===== src/rtl/event_waiter_pkg.sv =====
// Shared types for the event waiter: FSM states and completion status codes.
package event_waiter_pkg;

  typedef enum logic [1:0] {
    IDLE  = 2'd0,
    ARMED = 2'd1,
    DONE  = 2'd2
  } state_t;

  // ST_NONE is the reset value of done_status before any completion exists.
  typedef enum logic [1:0] {
    ST_NONE = 2'b00,
    HIT     = 2'b01,
    TIMEOUT = 2'b10,
    BAD_ID  = 2'b11
  } status_t;

endpackage


===== src/rtl/event_pending_bank.sv =====
// Bank of sticky "triggered since last clear/consume" bits.
// A set and a clear on the same bit in the same cycle leaves the bit at 1,
// so a trigger is never lost to a concurrent clear.
module event_pending_bank #(
  parameter int NUM_EVENTS = 5
) (
  input  logic                  clk,
  input  logic                  rstn,
  input  logic [NUM_EVENTS-1:0] set,
  input  logic [NUM_EVENTS-1:0] clr,
  output logic [NUM_EVENTS-1:0] pending
);

  // Set-wins update of every pending bit.
  always_ff @(posedge clk or negedge rstn) begin
    if (!rstn) begin
      pending <= '0;
    end else begin
      // NOTE: state is updated with non-blocking assignments so every flop
      // samples the pre-edge values, independent of statement order.
      pending <= (pending & ~clr) | set;
    end
  end

endmodule


===== src/rtl/event_waiter.sv =====
// Consumer side of an event-trigger source: latches trigger pulses into
// pending bits, accepts one wait request at a time, and reports HIT, TIMEOUT
// or BAD_ID together with the timestamp of the cycle the outcome was decided.
module event_waiter
  import event_waiter_pkg::*;
#(
  parameter int NUM_EVENTS = 5,
  parameter int ID_W       = $clog2(NUM_EVENTS),
  parameter int TMO_W      = 16,
  parameter int TS_W       = 32
) (
  input  logic                  clk,
  input  logic                  rstn,
  input  logic [NUM_EVENTS-1:0] ev_trig,
  input  logic [NUM_EVENTS-1:0] clr_pending,
  output logic [NUM_EVENTS-1:0] ev_pending,
  input  logic                  wait_valid,
  output logic                  wait_ready,
  input  logic [ID_W-1:0]       wait_id,
  input  logic                  wait_sticky,
  input  logic [TMO_W-1:0]      wait_timeout,
  output logic                  done_valid,
  input  logic                  done_ready,
  output logic [1:0]            done_status,
  output logic [TS_W-1:0]       done_ts
);

  state_t                  state;
  logic [ID_W-1:0]         id_q;
  logic                    sticky_q;
  logic [TMO_W-1:0]        timer;
  logic [TS_W-1:0]         ts;

  logic [NUM_EVENTS-1:0]   id_mask;
  logic                    hit;
  logic                    timeout_now;
  logic                    bad_id;
  logic [NUM_EVENTS-1:0]   consume;

  event_pending_bank #(
    .NUM_EVENTS (NUM_EVENTS)
  ) u_pending (
    .clk     (clk),
    .rstn    (rstn),
    .set     (ev_trig),
    .clr     (clr_pending | consume),
    .pending (ev_pending)
  );

  // Hit/timeout decision for the armed event; a sticky hit consumes its pending bit.
  always_comb begin
    // NOTE: every signal gets a default first so no path leaves it unassigned,
    // which would otherwise infer a latch.
    id_mask     = NUM_EVENTS'(1) << id_q;
    hit         = 1'b0;
    consume     = '0;
    timeout_now = (timer == TMO_W'(1));
    bad_id      = (32'(wait_id) >= 32'(NUM_EVENTS));
    if (state == ARMED) begin
      hit = |(ev_trig & id_mask) || (sticky_q && |(ev_pending & id_mask));
      if (hit && sticky_q) begin
        consume = id_mask;
      end
    end
  end

  // Free-running cycle timestamp, wraps naturally.
  always_ff @(posedge clk or negedge rstn) begin
    if (!rstn) begin
      ts <= '0;
    end else begin
      ts <= ts + TS_W'(1);
    end
  end

  // Request FSM with timeout down-counter and registered handshake outputs.
  // timer==0 while ARMED means "wait forever"; it is loaded with T and the
  // timeout is declared in the armed cycle where it reads 1 (cycle A+T).
  always_ff @(posedge clk or negedge rstn) begin
    if (!rstn) begin
      state       <= IDLE;
      wait_ready  <= 1'b1;
      done_valid  <= 1'b0;
      done_status <= ST_NONE;
      done_ts     <= '0;
      id_q        <= '0;
      sticky_q    <= 1'b0;
      timer       <= '0;
    end else begin
      case (state)
        IDLE: begin
          if (wait_valid) begin
            wait_ready <= 1'b0;
            if (bad_id) begin
              state       <= DONE;
              done_valid  <= 1'b1;
              done_status <= BAD_ID;
              done_ts     <= ts;
            end else begin
              state    <= ARMED;
              id_q     <= wait_id;
              sticky_q <= wait_sticky;
              timer    <= wait_timeout;
            end
          end
        end
        ARMED: begin
          if (hit) begin
            state       <= DONE;
            done_valid  <= 1'b1;
            done_status <= HIT;
            done_ts     <= ts;
            timer       <= '0;
          end else if (timeout_now) begin
            state       <= DONE;
            done_valid  <= 1'b1;
            done_status <= TIMEOUT;
            done_ts     <= ts;
            timer       <= '0;
          end else if (timer != '0) begin
            timer <= timer - TMO_W'(1);
          end
        end
        DONE: begin
          if (done_ready) begin
            state      <= IDLE;
            done_valid <= 1'b0;
            wait_ready <= 1'b1;
          end
        end
        default: begin
          state      <= IDLE;
          done_valid <= 1'b0;
          wait_ready <= 1'b1;
        end
      endcase
    end
  end

endmodule

===== config.mk =====
export PLATFORM = sky130hd
export DESIGN_NAME = event_waiter
export DESIGN_NICKNAME = d
export VERILOG_FILES = /design/src/rtl/event_waiter_pkg.sv /design/src/rtl/event_pending_bank.sv /design/src/rtl/event_waiter.sv
export SDC_FILE = /design/constraint.sdc
export NUM_CORES = 1
export LEC_CHECK = 0
export ABC_AREA = 1
export CAP_MARGIN = 0
export CORE_ASPECT_RATIO = 1.1
export CORE_MARGIN = 3
export CORE_UTILIZATION = 55
export DETAILED_ROUTE_END_ITERATION = 12
export PLACE_DENSITY = 0.81
export REMOVE_ABC_BUFFERS = 1
export SYNTH_ARGS = -nofsm -noshare
export SYNTH_HDL_FRONTEND = slang
export SYNTH_HIERARCHICAL = 1
export SYNTH_SLANG_ARGS = --single-unit
export TNS_END_PERCENT = 20

===== constraint.sdc =====
create_clock -name clk -period 2.7 [get_ports clk]
set_clock_uncertainty 0.2 [all_clocks]
set_input_delay 0.54 -clock clk [delete_from_list [all_inputs] [get_ports clk]]
set_output_delay 0.54 -clock clk [all_outputs]
set_load 0.005 [all_outputs]

==> impl_metrics.tcl, run 1 <==
set metrics [dict create \
    grt_max_degree 54 \
    worstHoldPathCells 1 \
    drc 0 \
    worst_pin_slew_ns 0.669 \
    met1_usage 0.312 \
    dr.pass1.iters 5 \
    met2_usage 0.414 \
    synth.cell_area_um2 5050 \
    r2r-end "timer[8]" \
    relSlewSlack 0.550 \
    track_usage 0.244 \
    setup_tns_ns 0 \
    postCtsSetupBuffers 0 \
    crit_end "timer[8]" \
    cp.required_ns 2.77 \
    ctsHoldBuffers 1 \
    grt_pass1_wl_um 20800 \
    yosysWarnings 6 \
    clockBufferDepth 2 \
    ys_types 34 \
    htreeDepth 3 \
    leakage_uw 0.00298 \
    die-height_um 107 \
    fmax_ghz 0.438 \
    yosysSeqAreaShare 0.471 \
    num_rows 36 \
    outcome "finished, final reports clean" \
    worstSetupStartpoint "timer[4]" \
    die-area_um2 10400 \
    hold_start "ts[16]" \
    cts_tree "built" \
    reg2reg_slack_ns 0.41 \
    finalNetCount 756 \
    syn_inst 639 \
    overflow 0 \
    place.gp.congestion 0.930 \
    ys_async_sr_fraction 1.00 \
    avgViaCountPerCell 5.27 \
    drive_above_1_share 0.0692 \
    io_buffer_count 74 \
    first_global_vias 4468 \
    clock-sinks 95 \
    insertion_delay_ns 0.37 \
    cp.arrival_ns 2.35 \
    maxSlewViolCount 0 \
    grt-busiest-layer "met2" \
    start_kind "register" \
    cts_root_buffer "clkbuf_8" \
    yosysTopAreaCell "dfrtp_1" \
    coreArea_um2 8920 \
    crit_path_end_kind "register" \
    area_growth_pct 21.6 \
    syn_area_per_cell_um2 7.90 \
    ff2ff_path_depth 10 \
    cts_resized 0 \
    grt_util_met3 0.0459 \
    period_share 0.846 \
    rsz0062_at_grt "false" \
    vias 4409 \
    maxCapViolations 0 \
    ioPinCount 75 \
    cp_max_fo 11 \
    clk_pin_slew_worst_paths_ns 0.10 \
    die_w_um 97.4 \
    synth_edf_count 0 \
    final_common_cell "nand2_1" \
    ant_nets 0 \
    wl_um 12000 \
    diodes 0 \
    setup_viol 0 \
    yosys-top-cells-area "dfrtp_1 47%, nand2_1 14%, nand3_1 6.2%" \
    r2r_start "timer[4]" \
    start_util 0.566 \
    finalHoldViolations 0 \
    synth-seq-cells 95 \
    ir_drop_uv 400 \
    cts_made_buffers 9 \
    hpwl_um 8800 \
    antenna_found_initial 0 \
    drt_iter0_markers 220 \
    hold_class "reg -> reg" \
    holdWs_ns 0.278 \
    wl_per_cell_um 14.3 \
    p_per_area_nw_per_um2 817 \
    worst-setup-path-type "reg -> reg" \
    synth_top_cell_area_share 0.466 \
    layout_common_cells "193 x nand2_1, 94 x dfrtp_1, 73 x clkdlybuf4s50_1" \
    post-route-min-period_ns 2.29 \
    ys.flop_type "dfrtp_1" \
]
metrics by stage:
step / area [um2] / setup slack (ns) / power, uW / util / instances
after CTS: 6140 / 0.432 / 5030 / 0.689 / 837
after global routing: 6140 / 0.174 / 5440 / 0.689 / 837
after floorplan: 4930 / 0.0479 / 3290 / - / 620
after detailed placement: 5930 / 0.189 / 4040 / 0.665 / 820
final: 6140 / 0.415 / 5020 / 0.689 / 837
after global placement: 5930 / 0.263 / 3960 / 0.665 / 820
worst max-delay path: stages (launching register included):
cell     delay, ns
dfrtp_1       0.45
nor2_1        0.14
nand2_1       0.13
nor2_1        0.36
nand2_2       0.19
inv_1         0.32
nor2_1        0.12
nand3_1       0.10
nand2_1       0.05
nand3_1       0.06
nand2_1       0.05
worst min path at each step:
stage / to / slack, ns
after floorplan: done_status[0] / 0.04
after CTS: ts[16] / 0.28
after global placement: ts[16] / 0.26
final: ts[16] / 0.28
after global routing: ts[16] / 0.30
after detailed placement: ts[16] / 0.26
cells in the mapped netlist (all sizes together) (3+ instances only):
cell	instances
o21ai	30
nor4	3
xor2	33
nand3	65
nand2	198
dfrtp	94
buf	16
nand4	23
nor2	61
a21oi	8
inv	71
nor3	19
clkbuf	3
o21bai	5
ha	4
cell families after synthesis:
| logic type | share of synthesized area |
|---|---|
| AOI/OAI and AO/OA | 0.0490 |
| DFF | 0.471 |
| and+or+nand+nor | 0.333 |
| buffers and inverters | 0.0760 |
| adders and majority gates | 0.00991 |
| xor gates and xnor gates | 0.0607 |
cell type report:
class                      instances  area [um2]
clock buffer                      10         128
clock inverter                     6        77.6
fill                             733        2770
inverter                          71         267
multi-input combinational        454        2290
sequential                        95        2380
tap                              114         143
timing repair buffer              87         863
sequential cells by signal, summed over array words and instances (netlist names):
signal,flops
done_ts,32
ts,32
timer,16
u_pending/pending,5
id_q,3
done_status,2
state,2
done_valid,1
sticky_q,1
wait_ready,1
per-layer routing:
metal / part of all wire / up-vias / routed length (um)
met5: 0 / - / 0
met4: 0.019 / 0 / 223
met3: 0.047 / 25 / 562
met2: 0.51 / 129 / 6150
met1: 0.42 / 2065 / 5070
li1: - / 2190 / -
where the power goes:
group | internal [uW] | total, uW | switching [uW] | leakage [uW]
clock network | 445 | 988 | 543 | 0.000101
registers | 1660 | 1950 | 288 | 0.00124
logic | 787 | 2080 | 1290 | 0.00164
total | 2900 | 5020 | 2120 | 0.00298
No activity file was read; power rests on OpenSTA's default activity.
==> run 2, diff against run 1 <==
CORE_UTILIZATION = 49   (was 55)
PLACE_DENSITY = 0.76   (was 0.81)
clock period = 1.9 ns   (was 2.7 ns; I/O delays follow)
==> impl_metrics.tcl, run 2 (same netlist as run 1, synthesis figures left out) <==
set metrics [dict create \
    outcome "finished with violations" \
    violations "negative setup slack" \
    rsz0062_at_grt "true" \
    top_regs "done_ts (32), ts (32), timer (16)" \
    placed_area_um2 6440 \
    diodes 0 \
    drt_iter0_markers 248 \
    insertion_delay_ns 0.36 \
    dr.pass1.iters 5 \
    layout_common_cells "174 x nand2_1, 90 x dfrtp_1, 73 x buf_4" \
    clock-sinks 95 \
    finalHoldViolations 0 \
    stdcell_count 919 \
    cts_tree "built" \
    cts_made_buffers 9 \
    start_util 0.508 \
    path_delay_family "simple AND/OR/NAND/NOR gates" \
    dp_cells 885 \
    die_w_um 103 \
    num_rows 38 \
    finalWorstSetupSlack_ns -0.181 \
    ir_drop_uv 589 \
    clockBufferDepth 2 \
    relSlewSlack 0.708 \
    io_buffer_count 74 \
    antenna_found_initial 0 \
    final_common_cell "nand2_1" \
    overflow 0 \
    grt_max_degree 36 \
    hold_class "reg -> reg" \
    worst-setup-path-type "reg -> reg" \
    cp.buffers_inverters 3 \
    cts_root_buffer "clkbuf_8" \
    grt_pass1_wl_um 22100 \
    ant_nets 0 \
    ioPinCount 75 \
    area_growth_pct 40.5 \
    start_kind "register" \
    reg2reg_slack_ns -0.18 \
    vias 4856 \
    cp.required_ns 1.99 \
    wl_um 13900 \
    period_share 1.10 \
    cp_max_fo 9 \
    fmax_ghz 0.481 \
    cp.arrival_ns 2.17 \
    first_global_vias 4804 \
    leakage_uw 0.00352 \
    avgViaCountPerCell 5.28 \
    r2r-end "done_status[0]" \
    setup_viol 57 \
    hpwl_um 9400 \
    place.gp.congestion 0.886 \
    drive_above_1_share 0.212 \
    wl_per_cell_um 15.1 \
    setup_tns_ns -8.04 \
    maxSlewViolCount 0 \
    path_cells "clkinvlp_4 -> nand4_1 -> nand3_2 -> inv_2 -> nand2_4 -> nor2_8 -> nand3_4 -> nand2_8 -> buf_12 -> nand2_1 -> o21ai_1" \
    worstHoldPathCells 1 \
    fin_total_pwr_uw 8820 \
    clk_pin_slew_worst_paths_ns 0.10 \
    crit_slowest_cell "dfrtp_2" \
    die-area_um2 11600 \
    die-height_um 112 \
    fin_area_um2 7100 \
    finalNetCount 832 \
    ff2ff_path_depth 11 \
    coreArea_um2 9940 \
    r2r_start "id_q[2]" \
    drc 0 \
    maxCapViolations 0 \
    htreeDepth 3 \
    track_usage 0.238 \
    slowest_delay_ns 0.47 \
    p_per_area_nw_per_um2 1240 \
    crit_path_end_kind "register" \
    hold_start "ts[16]" \
    post-route-min-period_ns 2.08 \
    hold_path_end "ts[16]" \
    worst_pin_slew_ns 0.438 \
]
[run 2: how the worst max path moves through the flow]
stage / from / to / slack [ns] / cells after the start
final: id_q[2] / done_status[0] / -0.18 / 11
after floorplan: state[1] / done_status[0] / -0.75 / 6
after global routing: id_q[2] / done_ts[16] / -0.30 / 11
after global placement: ev_trig[1] / u_pending/pending[1] / -0.26 / 12
after CTS: id_q[1] / u_pending/pending[4] / -0.07 / 12
after detailed placement: ev_trig[1] / u_pending/pending[4] / -0.34 / 12
[run 2: stage by stage]
stage	setup WS (ns)	utilization	hold slack, ns
after global placement	-0.258	0.648	0.136
after global routing	-0.297	0.714	0.299
after floorplan	-0.752	-	-0.116
after detailed placement	-0.341	0.648	0.151
after CTS	-0.0726	0.685	0.277
final	-0.181	0.714	0.278
[run 2: where the power goes]
group / switching [uW] / total [uW] / internal [uW]
Clock: 694 / 1510 / 814
Sequential: 294 / 2670 / 2370
Combinational: 2530 / 4650 / 2110
[run 2: metal layers]
metal	track usage	share of wire
met5	0	0
met4	0.0872	0.022
met3	0.0360	0.054
met2	0.407	0.51
met1	0.304	0.41
[run 2: cell type report]
| class | instances | area [um2] |
|---|---|---|
| Sequential cell | 95 | 2380 |
| Multi-Input combinational cell | 454 | 2490 |
| Clock inverter | 3 | 65.1 |
| Inverter | 71 | 272 |
| Tap cell | 120 | 150 |
| Timing Repair inverter | 1 | 7.51 |
| Fill cell | 723 | 2840 |
| Timing Repair Buffer | 162 | 1570 |
| Clock buffer | 13 | 159 |
[run 2: repair_timing]
| item | CTS | global route |
|---|---|---|
| endpoints found under the hold margin | 25 | 0 |
| buffers inserted | 6 | 7 |
| setup endpoints to repair | 64 | 69 |
| pin swaps | 8 | 11 |
| resized for setup | 20 | 55 |
| cloned | 2 | 2 |
| hold buffers | 1 | 0 |
[run 2: worst register-to-register path, cell delays in order (launching register included)]
cell,delay [ns]
dfrtp_2,0.47
clkinvlp_4,0.16
nand4_1,0.12
nand3_2,0.12
inv_2,0.11
nand2_4,0.08
nor2_8,0.14
nand3_4,0.13
nand2_8,0.18
buf_12,0.16
nand2_1,0.06
o21ai_1,0.08
==> run 3, diff against run 2 <==
REMOVE_ABC_BUFFERS = not set   (was 1)
==> impl_metrics.tcl, run 3 (same netlist as run 1, synthesis figures left out) <==
set metrics [dict create \
    coreArea_um2 9940 \
    placed_area_um2 6450 \
    clock-sinks 95 \
    cp_max_fo 10 \
    start_kind "register" \
    leakage_uw 0.00349 \
    rsz0062_at_grt "true" \
    finalHoldViolations 0 \
    cp.required_ns 1.96 \
    seq_area_um2 2380 \
    stdcell_count 918 \
    grt_max_degree 33 \
    area_growth_pct 38.4 \
    fin_area_um2 6990 \
    setup_tns_ns -5.91 \
    cp.arrival_ns 2.10 \
    post-route-min-period_ns 2.04 \
    nFillCells 790 \
    hold_class "reg -> reg" \
    cts_root_buffer "clkbuf_8" \
    outcome "finished with violations" \
    p_per_area_nw_per_um2 1210 \
    insertion_delay_ns 0.37 \
    top_regs "done_ts (32), ts (32), timer (16)" \
    relSlewSlack 0.681 \
    syn-num-nets 677 \
    ir_drop_uv 649 \
    period_share 1.07 \
    layout_common_cells "185 x nand2_1, 91 x dfrtp_1, 74 x buf_4" \
    avgViaCountPerCell 5.21 \
    io_buffer_count 74 \
    diodes 0 \
    die-area_um2 11600 \
    worst_pin_slew_ns 0.474 \
    final_common_cell "nand2_1" \
    antenna_found_initial 0 \
    vias 4779 \
    maxCapViolations 0 \
    finalNetCount 831 \
    worst-setup-path-type "reg -> reg" \
    multi_input_area_um2 2440 \
    track_usage 0.245 \
    grt_pass1_wl_um 22500 \
    start_util 0.508 \
    dp_cells 889 \
    fmax_ghz 0.490 \
    ant_nets 0 \
    place.gp.congestion 0.858 \
    violations "negative setup slack" \
    wl_um 13600 \
    clk_pin_slew_worst_paths_ns 0.10 \
    maxSlewViolCount 0 \
    num_rows 38 \
    wl_per_cell_um 14.9 \
    first_global_vias 4878 \
    cts_tree "built" \
    drc 0 \
    drt_iter0_markers 218 \
    ioPinCount 75 \
    crit_path_end_kind "register" \
    overflow 0 \
    dr.pass1.iters 4 \
    holdWs_ns 0.272 \
    die_w_um 103 \
    cts_made_buffers 9 \
    die-height_um 112 \
    setup_viol 57 \
    hpwl_um 9850 \
    clockBufferDepth 2 \
    htreeDepth 3 \
    finalWorstSetupSlack_ns -0.141 \
    drive_above_1_share 0.201 \
]
-- run 3: worst max-delay path: stages (launching register included) --
cell and delay [ns]:
dfrtp_2 0.47, buf_12 0.15, nand4_1 0.10, nand2_2 0.09, nor2_4 0.13, nor2_4 0.07
nor2_8 0.17, nand3_4 0.12, nand2_8 0.17, clkbuf_16 0.18, o21ai_1 0.06
-- run 3: final cells by class --
class	instances	share of cell area
Inverter	71	0.0381
Sequential cell	95	0.341
Timing Repair inverter	1	0.00107
Clock buffer	9	0.0177
Timing Repair Buffer	161	0.221
Tap cell	120	0.0215
Clock inverter	7	0.0102
Multi-Input combinational cell	454	0.349
-- run 3: what timing repair did --
item | in CTS | in global routing
endpoints found under the hold margin | 26 | 0
hold buffers | 1 | 0
pin swaps | 9 | 3
endpoints found under the setup margin | 60 | 71
cloned | 2 | 2
buffers inserted | 8 | 0
gates resized for setup | 31 | 26
-- run 3: per-layer routing --
layer / global-route usage / share of wire / vias to the layer above
met5: 0 / 0 / -
met4: 0.0734 / 0.017 / 0
met3: 0.0373 / 0.047 / 20
met2: 0.444 / 0.52 / 120
met1: 0.295 / 0.41 / 2293
li1: - / - / 2346
-- run 3: per-stage QoR --
stage	setup WS, ns	total power, uW	util
finish	-0.141	8430	0.704
global route	-0.239	9070	0.704
CTS	-0.0987	8220	0.689
detailed placement	-0.357	6410	0.649
global placement	-0.260	6330	0.649
floorplan	0.00962	4870	-
-- run 3: power by group --
group	internal, uW	switching, uW
combinational	2010	2380
clock	611	755
sequential	2370	302
total	4990	3440
-- run 3: worst paths after layout --
path | cells after the start | start | to | slack (ns)
max | 10 | id_q[1] | done_ts[17] | -0.14
min | 1 | ts[16] | ts[16] | 0.27
max reg2reg | 10 | id_q[1] | done_ts[17] | -0.14
min reg2reg | 1 | ts[16] | ts[16] | 0.27
max in group asynchronous | 3 | rstn | done_ts[25] | 0.63
min in group asynchronous | 2 | rstn | u_pending/pending[0] | 0.28
